$ cat src/rtl/dcmac_axis_pkt_cnt.sv
// dcmac_axis_pkt_cnt: six-port time-multiplexed 32-bit packet/byte accumulator with chainable overflow carries
module dcmac_axis_pkt_cnt #(
    parameter bit REGISTER_INPUT = 1'b0
) (
    input  logic             clk,
    input  logic             rst,
    input  logic [5:0]       i_clear_counters,
    input  logic [2:0]       i_id_m1,
    input  logic [11:0]      i_sop,
    input  logic [11:0]      i_eop,
    input  logic [7:0]       i_size,
    output logic [5:0][31:0] o_pkt_cnt,
    output logic [5:0][31:0] o_byte_cnt,
    output logic [2:0]       o_carry_id_m1,
    output logic             o_pkt_cnt_carry,
    output logic             o_byte_cnt_carry
);
    logic [2:0]       id_in, id_q;
    logic [11:0]      eop_in;
    logic [7:0]       size_in;
    logic [5:0][31:0] pkt_q, byte_q;
    logic [31:0]      pkt_cur, byte_cur;
    logic [32:0]      pkt_sum, byte_sum;
    logic [3:0]       pop;
    logic             clr_sel, hit, pkt_carry, byte_carry;
    logic             sop_unused;

    assign sop_unused = ^i_sop;

    generate
        if (REGISTER_INPUT) begin : g_reg
            always_ff @(posedge clk or negedge rst) begin
                if (!rst) begin
                    id_in   <= '0;
                    eop_in  <= '0;
                    size_in <= '0;
                end else begin
                    id_in   <= i_id_m1;
                    eop_in  <= i_eop;
                    size_in <= i_size;
                end
            end
        end else begin : g_comb
            assign id_in   = i_id_m1;
            assign eop_in  = i_eop;
            assign size_in = i_size;
        end
    endgenerate

    always_comb begin
        pop = '0;
        for (int i = 0; i < 12; i++) pop = pop + 4'(eop_in[i]);
    end

    // IDs 6 and 7 select nothing, so the current value stays 0 and hit stays low
    always_comb begin
        pkt_cur  = '0;
        byte_cur = '0;
        clr_sel  = 1'b0;
        for (int i = 0; i < 6; i++) begin
            if (id_q == 3'(i)) begin
                pkt_cur  = pkt_q[i];
                byte_cur = byte_q[i];
                clr_sel  = i_clear_counters[i];
            end
        end
    end

    assign pkt_sum  = {1'b0, pkt_cur} + 33'(pop);
    assign byte_sum = {1'b0, byte_cur} + 33'(size_in);
    assign hit      = (id_q < 3'd6) && !clr_sel;

    always_ff @(posedge clk or negedge rst) begin
        if (!rst) begin
            id_q       <= '0;
            pkt_q      <= '0;
            byte_q     <= '0;
            pkt_carry  <= 1'b0;
            byte_carry <= 1'b0;
        end else begin
            id_q       <= id_in;
            pkt_carry  <= hit && pkt_sum[32];
            byte_carry <= hit && byte_sum[32];
            for (int i = 0; i < 6; i++) begin
                if (i_clear_counters[i]) begin
                    pkt_q[i]  <= '0;
                    byte_q[i] <= '0;
                end else if (id_q == 3'(i)) begin
                    pkt_q[i]  <= pkt_sum[31:0];
                    byte_q[i] <= byte_sum[31:0];
                end
            end
        end
    end

    assign o_pkt_cnt        = pkt_q;
    assign o_byte_cnt       = byte_q;
    assign o_carry_id_m1    = id_q;
    assign o_pkt_cnt_carry  = pkt_carry;
    assign o_byte_cnt_carry = byte_carry;
endmodule

$ cat config.mk
export PLATFORM = sky130hd
export DESIGN_NAME = dcmac_axis_pkt_cnt
export DESIGN_NICKNAME = d
export VERILOG_FILES = /design/src/rtl/dcmac_axis_pkt_cnt.sv
export SDC_FILE = /design/constraint.sdc
export NUM_CORES = 1
export LEC_CHECK = 0
export ABC_AREA = 1
export ABC_CLOCK_PERIOD_IN_PS = 6600
export CAP_MARGIN = 20
export CORE_UTILIZATION = 35
export CTS_CLUSTER_SIZE = 30
export DETAILED_ROUTE_END_ITERATION = 7
export SYNTH_ARGS = -nofsm -noshare
export SYNTH_HDL_FRONTEND = slang
export SYNTH_SLANG_ARGS = --single-unit
$ cat constraint.sdc
create_clock -name clk -period 6.6 [get_ports clk]
set_clock_uncertainty 0.05 [all_clocks]
set_input_delay 0.66 -clock clk [delete_from_list [all_inputs] [get_ports clk]]
set_output_delay 0.66 -clock clk [all_outputs]
set_load 0.02 [all_outputs]
# Word level (Yosys, flattened, before mapping)
# Cells that the tools add are included.
[op_classes] add_sub_neg=13 n_lt_le_gt_ge=1 eq_ne=5 mux=42 reduce_logical=11
[ops] cell="32-bit two-way mux" n=36
[ops] cell="32-bit by 4-bit adder with 33-bit output" n=1
[ops] cell="32-bit by 8-bit adder with 33-bit output" n=1
[ops] cell="4-bit by 1-bit adder with 4-bit output" n=8
[ops] cell="2-bit nonzero test" n=6
[ops] cell="3-bit by 2-bit == test with 1-bit output, second input constant" n=2
[ops] cell="3-bit == test, second input constant" n=2
[ops] cell="1-bit two-way mux" n=6
[ops] cell="3-bit by 1-bit adder with 4-bit output" n=1
[ops] cell="2-bit by 1-bit adder with 3-bit output" n=1
[ops] cell="3-bit by 1-bit == test with 1-bit output, second input constant" n=1
[ops] cell="1-bit logical AND" n=3
[ops] cell="3-bit zero test" n=1
[ops] cell="3-bit < comparator, second input constant" n=1
[ops] cell="1-bit by 1-bit adder with 2-bit output" n=1
[ops] cell="1-bit zero test" n=1
[totals] reg_bits=389 output_inout_bits=389

# Logic depth before layout (Yosys ltp)
# Gate-level depths: netlist of run 1.
[depth] word_depth=14 depth_mapped=28

# Least setup slack after synthesis of run 1
# OpenSTA, ideal clock, no wires.
[synth_path] path_kind="register to register" start="register id_q[0], in the netlist o_carry_id_m1[0]" end="register pkt_q (netlist bit o_pkt_cnt[147])" arrival_time_ns=5.313 required_time_ns=6.432 path_slack_ns=1.119 path_stages_with_launch=26 path_buffers=4 synth_period_minus_slack_ns=5.481 path_cell_list="dfrtp_1 > buf_4 > inv_4 > nor3_4 > buf_4 > buf_2 > clkbuf_1 > a21oi_1 > a22oi_1 > fa_1 > inv_1 > fa_1 > fa_1 > fa_1 > inv_1 > nand3_1 > nand2_1 > a21oi_1 > o21ai_0 > nand3_4 > nor2_4 > nand2_2 > nor2_2 > nand3_1 > nand3_1 > nand2_1"
[synth_between] elab_chain_cells=10 elab_cells_between_ends=16 classes_between="add/sub: 1; eq/ne: 5; mux: 8; reduce/logical: 2"
[synth_lines] item="start: declaration" line_no="18" source="logic [2:0] id_in, id_q;"
[synth_lines] item="start signal: assignment" line_no="81" source="id_q <= id_in;"
[synth_lines] item="3-bit zero test" line_no="61" source="if (id_q == 3'(i)) begin"
[synth_lines] item="32-bit two-way mux (6 in series)" line_no="61"
[synth_lines] item="32-bit by 4-bit adder with 33-bit output" line_no="69" source="assign pkt_sum = {1'b0, pkt_cur} + 33'(pop);"
[synth_lines] item="32-bit two-way mux" line_no="88" source="end else if (id_q == 3'(i)) begin"
[synth_lines] item="32-bit two-way mux" line_no="85" source="if (i_clear_counters[i]) begin"
[synth_lines] item="end signal: indexed assignment" line_no="89" source="pkt_q[i] <= pkt_sum[31:0];"
[synth_lines] item="end: declaration" line_no="21" source="logic [5:0][31:0] pkt_q, byte_q;"
# Parallel ways exist; a longest one is shown, timed or not. The select of a mux whose other input is x is not followed.
# A chain may end at the register's enable or synchronous reset.

# Worst setup path after layout of run 1
[layout_path] start="register id_q[0], in the netlist o_carry_id_m1[0]" end="register pkt_q (netlist bit o_pkt_cnt[170])"
# The elaborated chain is that of the path after synthesis.

==> qor.yml, run 1 <==
setup_path:
  arrival_ps: 6370
  worstSetupEndpoint: "o_pkt_cnt[170]"
  critical_path.top_delay_family: "adder cells"
  cp_common_cell: "fa_1"
  reg2regPathDepth: 21
  worst-setup-path-type: "flop to flop"
  slowest_delay_ps: 590
  r2r_end: "o_pkt_cnt[170]"
  worstPathMaxFanout: 11
  ff2ff_setup_slack_ps: 620
  critPathLaunchType: "flop"
  path_buf_inv: 3
  r2r-start: "o_carry_id_m1[0]"
  path_cells: "inv_4 -> nand2_2 -> nor2_4 -> a21oi_1 -> a22oi_1 -> fa_1 -> inv_1 -> fa_1 -> fa_1 -> fa_1 -> inv_1 -> fa_1 -> a21o_1 -> a21oi_1 -> or2_2 -> nand2_1 -> nand3_1 -> nor2_1 -> nand2_1 -> xor2_1 -> o21ai_0"
  crit_slowest_cell: "dfrtp_1"
  startpoint: "o_carry_id_m1[0]"
  critPathCaptureType: "flop"
  required_ps: 6980
  cp.depth: 21
synthesis:
  synth.distinct_cells: 53
  synthesis.nets: 2530
  synth_common_cells: "904 x nand2_1, 389 x dfrtp_1, 192 x inv_1, 164 x nand3_1, 147 x o21ai_0"
  ys_seq_elements: 389
  yosysTopAreaCell: "dfrtp_1"
  yosysSeqAreaShare_pct: 49.38
  synth.avg_cell_area_um2: 8.011
  synth_edf_count: 0
  syn_area_um2: 19710
  synth_flop_cell: "dfrtp_1"
  yosys_warnings: 0
  netlist_instances: 2461
  ys_top_cells_by_area: "dfrtp_1 49%, nand2_1 17%, nand3_1 4.2%"
  yosysMostFrequentCell: "nand2_1"
  async_flop_share_pct: 100.0
  yosysTopAreaCellShare_pct: 49.38
sta:
  hold_ws_ps: 40.46
  hold_violations: 0
  clock.fmax_mhz: 167.1
  period_minus_slack_ps: 5985
  maxSlewHeadroom_pct: 23.07
  slew_violations: 0
  worstMarginPinSlew_ps: 1153
  fin_tns_setup_ps: 0
  finalCritPeriodShare_pct: 90.68
  setup_viol: 0
  rsz0062_at_grt: "false"
detailed_routing:
  drtAntennaViolNets: 0
  via_per_inst: 5.371
  wl_per_cell_um: 22.86
  first_pass_iters: 7
  drt-initial-drc-count: 1807
  drt_wl_total_um: 82990
  drc: 0
  dr_total_vias: 19500
floorplan:
  initial_core_util_pct: 35.57
  die_x_um: 239.3
  core_area_um2: 55420
  io_pins: 432
  dieArea_um2: 57280
  row_count: 86
  die_h_um: 239.3
clocking:
  cts_max_level: 2
  cts.sinks: 389
  clockRootBuffer: "clkbuf_16"
  cts_buffers: 44
  cts_setup_buffers: 0
  clk_latency_ps: 590
  cts_buffer_depth: 3
  cts_tree: "done"
  hold_buffers: 0
  clk_pin_slew_ps: 60
  post_cts_resized: 0
job:
  drv_cap: 0
global_route:
  gr-total-overflow: 0
  grt_max_degree: 153
  grt_pass1_vias: 18880
  gr-usage-all-layers_pct: 28.76
  grt_pass1_wl_um: 121700
  grt_antenna_before_repair: 2
min_path:
  hold_class: "primary input to async pin"
place:
  port_buffers: 419
  gp_congestion: 0.8800
  dpl.hpwl_um: 55370
  post_dp_cell_area_um2: 24600
power:
  ir_drop_uv: 177.3
  p_per_area_nw_per_um2: 219.1
  p_leak_nw: 11.76
  power.total_w: 0.005708
finish:
  nets: 2916
  area_growth_pct: 32.17
  fin_area_um2: 26060
  drive_gt1_share_pct: 8.542
run_status:
  status: "finished, final reports clean"
==> flip-flops by register name, summed over array words and instances, names as in the netlist <==
register,cells
o_byte_cnt_carry,1
o_pkt_cnt_carry,1
o_byte_cnt,192
o_pkt_cnt,192
o_carry_id_m1,3
==> through the flow <==
step                worst slack [ps]  instances  util, %
floorplan                       1119       2461        -
global placement               504.3       3549    44.40
detailed placement             463.3       3549    44.40
CTS                            654.6       3628    47.01
global route                   245.7       3629    47.01
finish                         615.4       3631    47.02
==> cells by family after synthesis <==
group           Yosys count  synth area share [%]
buf+inv                 316                 6.816
simple gates           1352                 30.25
fa+ha+maj                26                 1.993
xor+xnor                 23                 1.193
compound gates          355                 10.37
flops                   389                 49.38
==> routing by layer <==
| layer | GRT usage (%) | routed length (um) | vias up |
|---|---|---|---|
| met5 | 0 | 17 | - |
| met3 | 4.356 | 6056 | 215 |
| li1 | - | - | 8785 |
| met4 | 13.21 | 4120 | 2 |
| met2 | 47.39 | 39430 | 961 |
| met1 | 37.16 | 33370 | 9538 |
==> placed cells by master, fill, tap and decap left out, types with 5 or more instances in the layout <==
master | synthesis | routed
fa_1 | 9 | 9
inv_2 | 4 | 6
o22ai_1 | 99 | 99
nor2_4 | 7 | 12
buf_4 | 8 | 32
a221oi_1 | 10 | 10
clkbuf_1 | 60 | 15
nand3_1 | 164 | 164
nand3_2 | 16 | 16
nand2_1 | 904 | 904
o21a_1 | 5 | 5
dfrtp_1 | 389 | 389
nor2_2 | 31 | 37
o21ai_1 | 21 | 21
clkbuf_8 | 0 | 6
a21oi_1 | 47 | 47
inv_1 | 192 | 192
clkbuf_16 | 0 | 45
nand2_2 | 33 | 33
nand4_2 | 19 | 19
xnor2_1 | 7 | 7
o21ai_0 | 147 | 147
ha_1 | 17 | 17
xor2_1 | 13 | 13
clkdlybuf4s50_1 | 0 | 418
nor2_1 | 130 | 119
a22oi_1 | 8 | 8
nand4_1 | 29 | 29
clkinv_2 | 0 | 5
==> worst min-delay path by stage <==
stage / endpoint / slack (ps) / cells past startpoint
after floorplan: o_byte_cnt[0] / 310 / 0
after global placement: o_pkt_cnt[46] / 440 / 2
after detailed placement: o_pkt_cnt[84] / 440 / 2
after CTS: o_byte_cnt[34] / 70 / 1
after global routing: o_byte_cnt[34] / 90 / 1
final: o_byte_cnt[2] / 40 / 1
==> final cells by class <==
type	count	area [um2]
antenna	3	7.507
clock buffer	66	1265
clock inverter	13	178.9
fill	5343	29360
inverter	203	767.0
multi-input combinational	1756	8688
sequential	389	9734
tap	748	935.9
timing repair buffer	453	4479
==> where the power goes <==
group	internal, W	switching, W
clock network	0.00148	0.00104
logic	0.000222	0.000495
registers	0.00243	0.0000424
total	0.00413	0.00157
==> worst register-to-register path, cell delays in order, from the launching register on <==
cell	delay (ps)
dfrtp_1	590
inv_4	220
nand2_2	110
nor2_4	320
a21oi_1	130
a22oi_1	280
fa_1	470
inv_1	80
fa_1	420
fa_1	450
fa_1	360
inv_1	100
fa_1	230
a21o_1	160
a21oi_1	80
or2_2	290
nand2_1	240
nand3_1	150
nor2_1	370
nand2_1	190
xor2_1	430
o21ai_0	140
Note: power is estimated with default switching activity, not from simulation.
==> run 2, diff against run 1 <==
--- a/config.mk
+++ b/config.mk
@@ -6,7 +6,6 @@
 export NUM_CORES = 1
 export LEC_CHECK = 0
 export ABC_AREA = 1
-export ABC_CLOCK_PERIOD_IN_PS = 6600
 export CAP_MARGIN = 20
 export CORE_UTILIZATION = 35
 export CTS_CLUSTER_SIZE = 30
==> results of run 2 <==
The final DEF is identical to that of run 1; final timing and power are the same.
==> run 3, diff against run 2 <==
--- a/config.mk
+++ b/config.mk
@@ -10,6 +10,8 @@
 export CORE_UTILIZATION = 35
 export CTS_CLUSTER_SIZE = 30
 export DETAILED_ROUTE_END_ITERATION = 7
+export GPL_TIMING_DRIVEN = 0
+export RECOVER_POWER = 100
 export SYNTH_ARGS = -nofsm -noshare
 export SYNTH_HDL_FRONTEND = slang
 export SYNTH_SLANG_ARGS = --single-unit
==> qor.yml, run 3 (synthesized netlist as in run 1, its figures left out) <==
detailed_routing:
  dr_total_vias: 20220  # +3.7%
  via_per_inst: 5.450  # +1.5%
  drt_wl_total_um: 92360  # +11%
  first_pass_iters: 6  # -1
  drtAntennaViolNets: 0  # unchanged
  drt-initial-drc-count: 2161  # +20%
  drc: 0  # unchanged
  wl_per_cell_um: 24.90  # +9.0%
clocking:
  cts_tree: "done"
  cts_max_level: 2  # unchanged
  clockRootBuffer: "clkbuf_16"
  cts_setup_buffers: 0  # unchanged
  cts_buffers: 45  # +2.3%
  clk_pin_slew_ps: 60  # about the same
  clk_latency_ps: 600  # about the same
  cts_buffer_depth: 3  # unchanged
  cts.sinks: 389  # unchanged
sta:
  hold_ws_ps: 450.3  # +409.9 ps
  slew_violations: 58  # +58
  clock.fmax_mhz: 160.2  # -4.1%
  finalCritPeriodShare_pct: 94.57  # +3.9 points
  worstMarginPinSlew_ps: 3643  # +2491 ps
  period_minus_slack_ps: 6242  # +257.0 ps
  hold_violations: 0  # unchanged
  rsz0062_at_grt: "false"
  maxSlewHeadroom_pct: -142.9  # -170 points
  setup_viol: 0  # unchanged
  fin_tns_setup_ps: 0  # unchanged
global_route:
  grt_max_degree: 119  # -22%
  grt_pass1_wl_um: 132200  # +8.7%
  grt_antenna_before_repair: 3  # +1
  grt_pass1_vias: 19620  # +3.9%
  gr-total-overflow: 0  # unchanged
  gr-usage-all-layers_pct: 32.04  # +3.3 points
floorplan:
  die_x_um: 239.3  # unchanged
  die_h_um: 239.3  # unchanged
  initial_core_util_pct: 35.57  # unchanged
  row_count: 86  # unchanged
  io_pins: 432  # unchanged
  core_area_um2: 55420  # unchanged
  dieArea_um2: 57280  # unchanged
finish:
  final_common_cell: "nand2_1"
  area_growth_pct: 33.33
  final_cell_mix: "910 x nand2_1, 393 x dlygate4sd3_1, 389 x dfrtp_1"
  drive_gt1_share_pct: 7.604  # -0.94 points
  fin_area_um2: 26290  # +0.88%
  nets: 2993  # +2.6%
setup_path:
  arrival_ps: 6620  # +250 ps
  critPathLaunchType: "flop"
  required_ps: 6980  # about the same
  critPathCaptureType: "flop"
  worst-setup-path-type: "flop to flop"
  worstPathMaxFanout: 19  # +8
power:
  p_per_area_nw_per_um2: 220.5  # +0.68%
  p_leak_nw: 13.25  # +13%
  ir_drop_uv: 190.3  # +7.4%
min_path:
  hold_class: "flop to flop"
place:
  post_dp_cell_area_um2: 24940  # +1.4%
  dpl.hpwl_um: 68800  # +24%
  port_buffers: 419  # unchanged
  gp_congestion: 0.9452  # +7.4%
job:
  drv_cap: 1  # +1
run_status:
  violations: "capacitance limit, slew limit"
  status: "finished with violations"
## run 3: routing by layer
layer,up-vias,GRT usage [%],routed length (um)
li1,8942,-,-
met1,9938,42.55,36960
met2,1082,50.18,42270
met3,251,5.682,8207
met4,2,16.16,4906
met5,-,0,17
## run 3: area by class of cell
type	instances	area [um2]
Sequential cell	389	9734
Tap cell	748	935.9
Antenna cell	2	5.005
Timing Repair Buffer	425	4299
Clock inverter	19	209.0
Inverter	203	767.0
Buffer	104	534.3
Clock buffer	63	1304
Fill cell	5394	29130
Multi-Input combinational cell	1756	8497
## run 3: per-stage QoR
stage / total power [W] / std cells / utilization (%) / worst slack, ps
after floorplan: 0.002886 / 2461 / - / 1119
after global placement: 0.003256 / 3628 / 44.83 / -12450
after detailed placement: 0.003270 / 3632 / 45.00 / -991.5
after CTS: 0.005828 / 3707 / 47.72 / 21.25
after global routing: 0.005966 / 3708 / 47.43 / 15.46
final: 0.005797 / 3709 / 47.43 / 358.4
## run 3: power breakdown
part | internal, W | switching (W)
Sequential | 0.00243 | 0.0000427
Combinational | 0.000216 | 0.000522
Clock | 0.00150 | 0.00108
Total | 0.00415 | 0.00165
## run 3: repair_timing
item	4_1_cts	5_1_grt
pin swaps	0	0
resized for setup	4	13
setup endpoints to repair	121	73
endpoints found under the hold margin	57	0
hold buffers	1	0
## run 3: worst max-delay path, cell delays in order, from the launching register on
cell,delay (ps)
dfrtp_1,510
inv_2,160
nand3_2,320
buf_4,400
o22ai_1,130
a221oi_1,260
a22oi_1,160
fa_1,530
inv_1,50
fa_1,510
fa_1,430
fa_1,370
inv_1,100
fa_1,220
a21o_1,140
a21oi_1,80
or2_2,300
nand2_2,170
nand2_1,180
nor2_1,120
nand2_1,160
xor2_1,510
o21ai_0,180
## run 3: path summary, 6_finish.rpt
path	cells past startpoint	endpoint	from	slack [ps]
max	22	o_pkt_cnt[136]	o_carry_id_m1[2]	360
min	2	o_byte_cnt[61]	o_byte_cnt[61]	450
max reg2reg	22	o_pkt_cnt[136]	o_carry_id_m1[2]	360
min reg2reg	2	o_byte_cnt[61]	o_byte_cnt[61]	450
max in group asynchronous	2	o_byte_cnt[108]	rst	2650
min in group asynchronous	2	o_pkt_cnt[32]	rst	1800
